## src/rtl/sys_ctrl_seq.sv

```systemverilog
// Tile sequencer for the systolic array: weight preload, activation stream, drain, done pulse.
// Latency: minimum 1 + ROWS + k_len + LAT cycles from accepted start to done.
// Backpressure: w_valid/act_valid gaps stall LOAD_W/COMPUTE in place; DRAIN never stalls.
module sys_ctrl_seq #(
    parameter int ROWS = 4,
    parameter int COLS = 4,
    parameter int K_W  = 8,
    parameter int LAT  = ROWS + COLS - 1
) (
    input  logic                    clk,
    input  logic                    rst,
    input  logic                    start,
    input  logic                    abort,
    input  logic [K_W-1:0]          k_len,
    input  logic                    w_valid,
    input  logic                    act_valid,
    output logic                    w_load,
    output logic [$clog2(ROWS)-1:0] w_row_sel,
    output logic                    act_ready,
    output logic                    pe_en,
    output logic                    act_zero,
    output logic                    psum_valid,
    output logic                    busy,
    output logic                    done
);

    localparam int RW = $clog2(ROWS);
    localparam int DW = (LAT > 1) ? $clog2(LAT) : 1;

    typedef enum logic [2:0] {
        S_IDLE,
        S_LOAD_W,
        S_COMPUTE,
        S_DRAIN,
        S_DONE
    } state_t;

    state_t         state_q, state_d;
    logic [RW-1:0]  row_cnt_q, row_cnt_d;
    logic [K_W-1:0] k_cnt_q, k_cnt_d;
    logic [K_W-1:0] k_reg_q, k_reg_d;
    logic [DW-1:0]  drain_cnt_q, drain_cnt_d;
    logic [LAT-1:0] pipe_q, pipe_d;
    logic           push_vld;

    always_ff @(posedge clk or negedge rst) begin
        if (!rst) begin
            state_q     <= S_IDLE;
            row_cnt_q   <= '0;
            k_cnt_q     <= '0;
            k_reg_q     <= '0;
            drain_cnt_q <= '0;
            pipe_q      <= '0;
        end else begin
            state_q     <= state_d;
            row_cnt_q   <= row_cnt_d;
            k_cnt_q     <= k_cnt_d;
            k_reg_q     <= k_reg_d;
            drain_cnt_q <= drain_cnt_d;
            pipe_q      <= pipe_d;
        end
    end

    always_comb begin
        state_d     = state_q;
        row_cnt_d   = row_cnt_q;
        k_cnt_d     = k_cnt_q;
        k_reg_d     = k_reg_q;
        drain_cnt_d = drain_cnt_q;
        pipe_d      = pipe_q;
        push_vld    = 1'b0;
        w_load      = 1'b0;
        w_row_sel   = '0;
        act_ready   = 1'b0;
        pe_en       = 1'b0;
        act_zero    = 1'b0;
        done        = 1'b0;

        case (state_q)
            S_IDLE: begin
                if (start && !abort && (k_len != '0)) begin
                    k_reg_d     = k_len;
                    row_cnt_d   = '0;
                    k_cnt_d     = '0;
                    drain_cnt_d = '0;
                    state_d     = S_LOAD_W;
                end
            end
            S_LOAD_W: begin
                w_load    = 1'b1;
                w_row_sel = row_cnt_q;
                if (w_valid) begin
                    if (row_cnt_q == RW'(ROWS - 1)) begin
                        row_cnt_d = '0;
                        state_d   = S_COMPUTE;
                    end else begin
                        row_cnt_d = row_cnt_q + RW'(1);
                    end
                end
            end
            S_COMPUTE: begin
                act_ready = 1'b1;
                pe_en     = act_valid;
                push_vld  = act_valid;
                if (act_valid) begin
                    if (k_cnt_q == k_reg_q - K_W'(1)) begin
                        k_cnt_d = '0;
                        state_d = S_DRAIN;
                    end else begin
                        k_cnt_d = k_cnt_q + K_W'(1);
                    end
                end
            end
            S_DRAIN: begin
                pe_en    = 1'b1;
                act_zero = 1'b1;
                if (drain_cnt_q == DW'(LAT - 1)) begin
                    drain_cnt_d = '0;
                    state_d     = S_DONE;
                end else begin
                    drain_cnt_d = drain_cnt_q + DW'(1);
                end
            end
            S_DONE: begin
                done    = !abort;
                state_d = S_IDLE;
            end
            default: begin
                state_d = S_IDLE;
            end
        endcase

        // The valid pipe tracks the PE pipeline, so it only moves when the PEs advance.
        if (pe_en) begin
            pipe_d = (pipe_q << 1) | LAT'(push_vld);
        end

        if (abort && (state_q != S_IDLE)) begin
            state_d     = S_IDLE;
            row_cnt_d   = '0;
            k_cnt_d     = '0;
            drain_cnt_d = '0;
            pipe_d      = '0;
        end
    end

    assign psum_valid = pipe_q[LAT-1] & pe_en;
    assign busy       = (state_q != S_IDLE);

endmodule
```

## config.mk

```make
export PLATFORM = sky130hd
export DESIGN_NAME = sys_ctrl_seq
export DESIGN_NICKNAME = d
export VERILOG_FILES = /design/src/rtl/sys_ctrl_seq.sv
export SDC_FILE = /design/constraint.sdc
export NUM_CORES = 1
export LEC_CHECK = 0
export ABC_CLOCK_PERIOD_IN_PS = 6000
export BUFFER_PORTS_ARGS = -buffer_cell sky130_fd_sc_hd__buf_2
export CAP_MARGIN = 20
export CELL_PAD_IN_SITES_DETAIL_PLACEMENT = 0
export CELL_PAD_IN_SITES_GLOBAL_PLACEMENT = 2
export CORE_MARGIN = 2
export CORE_UTILIZATION = 38
export CTS_CLUSTER_DIAMETER = 150
export DETAILED_ROUTE_END_ITERATION = 12
export PLACE_DENSITY = 0.93
export SKIP_LAST_GASP = 1
export SYNTH_ARGS = -nofsm -noshare
export SYNTH_HDL_FRONTEND = slang
export SYNTH_SLANG_ARGS = --single-unit
```

## constraint.sdc

```tcl
create_clock -name clk -period 6 [get_ports clk]
set_clock_uncertainty 0.15 [all_clocks]
set_input_delay 0.6 -clock clk [delete_from_list [all_inputs] [get_ports clk]]
set_output_delay 0.6 -clock clk [all_outputs]
set_load 0.01 [all_outputs]
```

### Word-level counts from Yosys, hierarchy flattened

Cells that the tools add are included.

* flip-flop bits (word level): 31
* output and inout port bits: 9
* word-level logic and storage cells: 72
* input bits: 14

* eq/ne operators: 13
* reduce and logical (&&, ||, !) cells: 16
* add/subtract/negate cells: 4
* mux-type cells: 31
* bitwise operators: 2

Operator list (number)
* 8-bit two-way mux: 4
* 3-bit two-way mux: 10
* 3-bit inequality test (second input constant): 6
* 8-bit one-hot mux with 2 select lines: 1
* 7-bit two-way mux: 2
* 3-bit one-hot mux with 4 select lines: 1
* 3-bit nonzero test: 4
* 2-bit two-way mux: 5
* 8-bit by 1-bit adder with 8-bit output (second input constant): 1
* 8-bit equality test: 1
* 8-bit nonzero test: 1
* 8-bit by 1-bit subtractor with 8-bit output (second input constant): 1
* 7-bit by 1-bit OR with 7-bit output: 1
* 3-bit by 2-bit equality test with 1-bit output (second input constant): 2
* 3-bit equality test (second input constant): 2
* 3-bit one-hot mux with 2 select lines: 1
* 3-bit AND reduction: 2
* 6-bit AND reduction: 1
* 1-bit two-way mux: 5
* 2-bit one-hot mux with 2 select lines: 1
* 2-bit AND reduction: 2
* 3-bit by 1-bit adder with 3-bit output (second input constant): 1
* 3-bit by 1-bit equality test with 1-bit output (second input constant): 1
* 1-bit logical AND: 3
* other kinds (7): 7

### Depth between registers and ports, before layout

* word-level depth: 6
* depth in mapped cells: 8
* gate-level depth less buffers: 8

### Worst setup path before layout

Ideal clock, no wire load.

* path type: reg-to-reg
* start: register k_reg_q[0]
* end: register state_q[0]
* period minus slack after synthesis: 2.333 ns
* path buffers: 0
* cell stages (with the launch flop): 9
* required time: 5.747 ns
* data arrival time: 2.080 ns
* setup time: 0.103 ns
* setup slack: 3.667 ns
* cells stage by stage: dfrtp_1 -> inv_1 -> ha_1 -> or3b_4 -> nor4_2 -> o2111ai_1 -> a311o_2 -> o21a_1 -> o41ai_2

* longest elaborated chain between the ends: 4

RTL lines
* start: declaration: line 41 `logic [K_W-1:0] k_reg_q, k_reg_d;`
* start signal: assignment: line 58 `k_reg_q <= k_reg_d;`
* 8-bit by 1-bit subtractor with 8-bit output: line 106 `if (k_cnt_q == k_reg_q - K_W'(1)) begin`
* 8-bit equality test: line 106
* 3-bit inequality test (no line)
* 6-bit AND reduction (no line)
* end signal: assignment: line 55 `state_q <= state_d;`
* end: declaration: line 38 `state_t state_q, state_d;`

No other way between the ends.
A chain may end at the register's enable or synchronous reset.

### Worst setup path in the final report

Ends and elaborated chain as after synthesis.

==> key figures <==
Floorplan
  • Core area: between 4000 and 5000 µm²
  • Die W: 72.84 µm
  • Starting density of the core: around 39%
  • Number of I/O pins: 23
  • Full die area: 5305 µm²
  • Std-Cell Rows: 25
  • Die H: around 73 µm

Synthesis
  • Post-synthesis sequential area ratio: between 40% and 50%
  • Synthesis-stage register bit count: 31
  • Synth warn: 0
  • Avg Cell Area, Syn: roughly 9.4 µm²
  • Count of cell types in the netlist: 45
  • Post-synth EDFFs: 0
  • Most used DFF post-synth: dfrtp_1
  • Net Count, Synth: approximately 210
  • Async S/R FF share, synth: between 90% and 100%
  • Syn Inst Count: ~190
  • Cell area after synthesis: between 1500 and 2000 µm²

Clock tree
  • Clock Pin Slew Worst Setup and Hold Paths: ~0.070 ns
  • CTS max path bufs: 2
  • CTS root buf: clkbuf_8
  • Hold-fix buffers, CTS: 0
  • CTS tree: built
  • CTS Sinks: 31
  • Clock insertion delay at the later pin of the skew report: 0.29 ns
  • Num CTS Buffers: 5
  • Post-CTS Setup Repair Bufs: 0
  • H-Tree Depth: 2
  • PostCTS Resize Cnt: 0

Timing
  • Setup violators final: 0
  • Max Slew Vio Count: 0
  • Worst Tran Pin Value: 0.7037 ns
  • Setup TNS: 0 ns
  • Final hold vios: 0
  • Tmin final: ~2.5 ns
  • Hold_ws: 0.2063 ns
  • Slew headroom: a little over half
  • RSZ-0062 raised after global routing: false
  • Peak Freq: 396.3 MHz
  • Final Cycle Share: ~42%

Final layout
  • Reg area: a little under 800 µm²
  • Final-layout fill cell count: 473
  • Diode count: 0
  • Design area: 2056 µm²
  • Share of layout cells above drive strength 1: 21.10%
  • Synth-to-Final Area Change: 14.18%
  • Final net count: about 230
  • Multi-input combinational cell area: 957.2 µm²
  • Final core occ: 44.41%

Routing
  • Routed length per placed instance: roughly 14 µm
  • First-pass DRT Iterations: 4
  • DR vias: approximately 1.5k
  • First DRT Iteration DRCs: between 70 and 80
  • Via-to-Cell Ratio: 5.559
  • Antenna Nets Post-Route: 0
  • Residual DRC: 0
  • Final Routed Wirelength: around 3800 µm

Job
  • Max Cap Viol: 0

Setup path
  • Critical Path RT: around 6.0 ns
  • R2R cell count: 8
  • Crit path launch type: flop
  • Crit-path max FO: 6
  • Endpoint class of the critical path: flop
  • Worst path arrival time: around 2.6 ns
  • Crit path kind: reg -> reg

GRT
  • Initial antenna violation count: 0
  • Vias in the first global route: around 1.4k
  • GRT Total Usage: between 10% and 20%
  • Largest net degree at the start of global routing: 32
  • First-pass GRT wire length: about 6600 µm
  • Remaining Overflow, GRT: 0

Power and ir drop
  • Tot Pwr: about 0.00072 W
  • Static Leak: a little over 0.9 nW
  • VDD IR-drop max: 167.6 µV
  • P per Cell Area: ~350 nW/µm²

Place
  • Cell Area, Placed: between 1500 and 2000 µm²
  • RePlAce Congestion: 0.7693
  • # port buffers: 22
  • Post-DP HPWL: 2844 µm

Run status
  • Outcome: completed

Min path
  • Worst hold path class: in -> async
## stage by stage
| step | cells | worst slack, ns |
|---|---|---|
| 2_1_floorplan | 192 | 3.667 |
| 6_report | 272 | 3.477 |
| 5_1_grt | 272 | 3.316 |
| 4_1_cts | 272 | 3.476 |
| 3_3_place_gp | 264 | 3.513 |
| 3_5_place_dp | 264 | 3.489 |
## final timing paths
| kind | to | slack (ns) | startpoint |
|---|---|---|---|
| worst max-delay path | state_q[0] | 3.48 | k_reg_q[0] |
| worst min-delay path | k_cnt_q[2] | 0.21 | rst |
| worst max register to register | state_q[0] | 3.48 | k_reg_q[0] |
| worst min register to register | pipe_q[0] | 0.36 | pipe_q[0] |
| max in group asynchronous | state_q[0] | 5.04 | rst |
| min in group clk | pipe_q[0] | 0.36 | pipe_q[0] |
## flip-flops by register name (all words and copies together) (netlist names)
name	flops
k_cnt_q	8
state_q	3
pipe_q	7
k_reg_q	8
drain_cnt_q	3
row_cnt_q	2
## cell usage after synthesis, types with 2 or more instances
cell type,instances,share of area [%]
xor2_1,5,2.4
clkbuf_1,4,0.83
nor4_1,4,1.4
nor2_1,16,3.3
nand2_1,18,3.8
o22ai_1,5,1.7
xnor2_1,4,1.9
a31oi_1,5,1.7
ha_1,3,2.1
mux2_2,9,5.6
mux2i_1,6,3.3
o21a_1,2,0.83
dfrtp_1,31,43
nor3_1,8,2.2
nand4_1,3,1.0
nor3b_1,2,0.83
a21o_1,2,0.83
and3_1,2,0.69
nand3_1,8,2.2
a21oi_1,10,2.8
nand2b_1,2,0.69
o21ai_0,8,2.2
inv_1,13,2.7
## power by group
part	internal (W)	switching [W]
clock	0.0000805	0.0000837
combinational	0.000118	0.000131
sequential	0.000244	0.0000621
total	0.000442	0.000277
## metal layers
metal	track usage, %	part of all wire (%)	up-vias
met5	0	0	-
met4	3.704	0.94	0
met3	4.972	4.0	6
met2	25.35	48	26
met1	21.85	47	730
li1	-	-	750
## layout make-up
type	instances	area share, %
Tap cell	54	3.287
Timing Repair Buffer	23	5.721
Inverter	13	2.374
Clock buffer	5	3.348
Sequential cell	31	37.74
Multi-Input combinational cell	143	46.56
Clock inverter	3	0.9738
## cell usage in the layout (no fill, tap or decap), types with 2 or more instances in the layout
cell,count
clkbuf_8,5
o21a_1,2
dfrtp_1,31
ha_1,3
nor2_1,16
nor4_1,4
and3_1,2
nand4_1,3
xnor2_1,4
a21oi_1,10
nand3_1,8
a21o_1,2
a31oi_1,5
mux2_2,9
nand2b_1,2
mux2i_1,6
buf_2,22
nor3_1,8
inv_1,13
clkinvlp_4,2
o21ai_0,8
xor2_1,5
nand2_1,18
nor3b_1,2
o22ai_1,5
## cell families (layout without fill, tap and decap cells)
logic type               count (synthesis)  count (layout)  share of synthesized area (%)
AO/OA/AOI/OAI                           43              43                          15.98
XOR/XNOR                                 9               9                          4.378
adder cells (fa/ha/maj)                  3               3                          2.085
buffers and inverters                   18              44                          3.752
flip-flops                              31              31                          43.09
multiplexers                            15              15                          8.965
AND/OR/NAND/NOR                         73              73                          21.75
## critical path: stages (launching register included)
cell	delay, ns
dfrtp_1	0.47
inv_1	0.09
ha_1	0.21
or3b_4	0.41
nor4_2	0.16
o2111ai_1	0.13
a311o_2	0.43
o21a_1	0.20
o41ai_2	0.18
(Power assumes the default switching activity.)
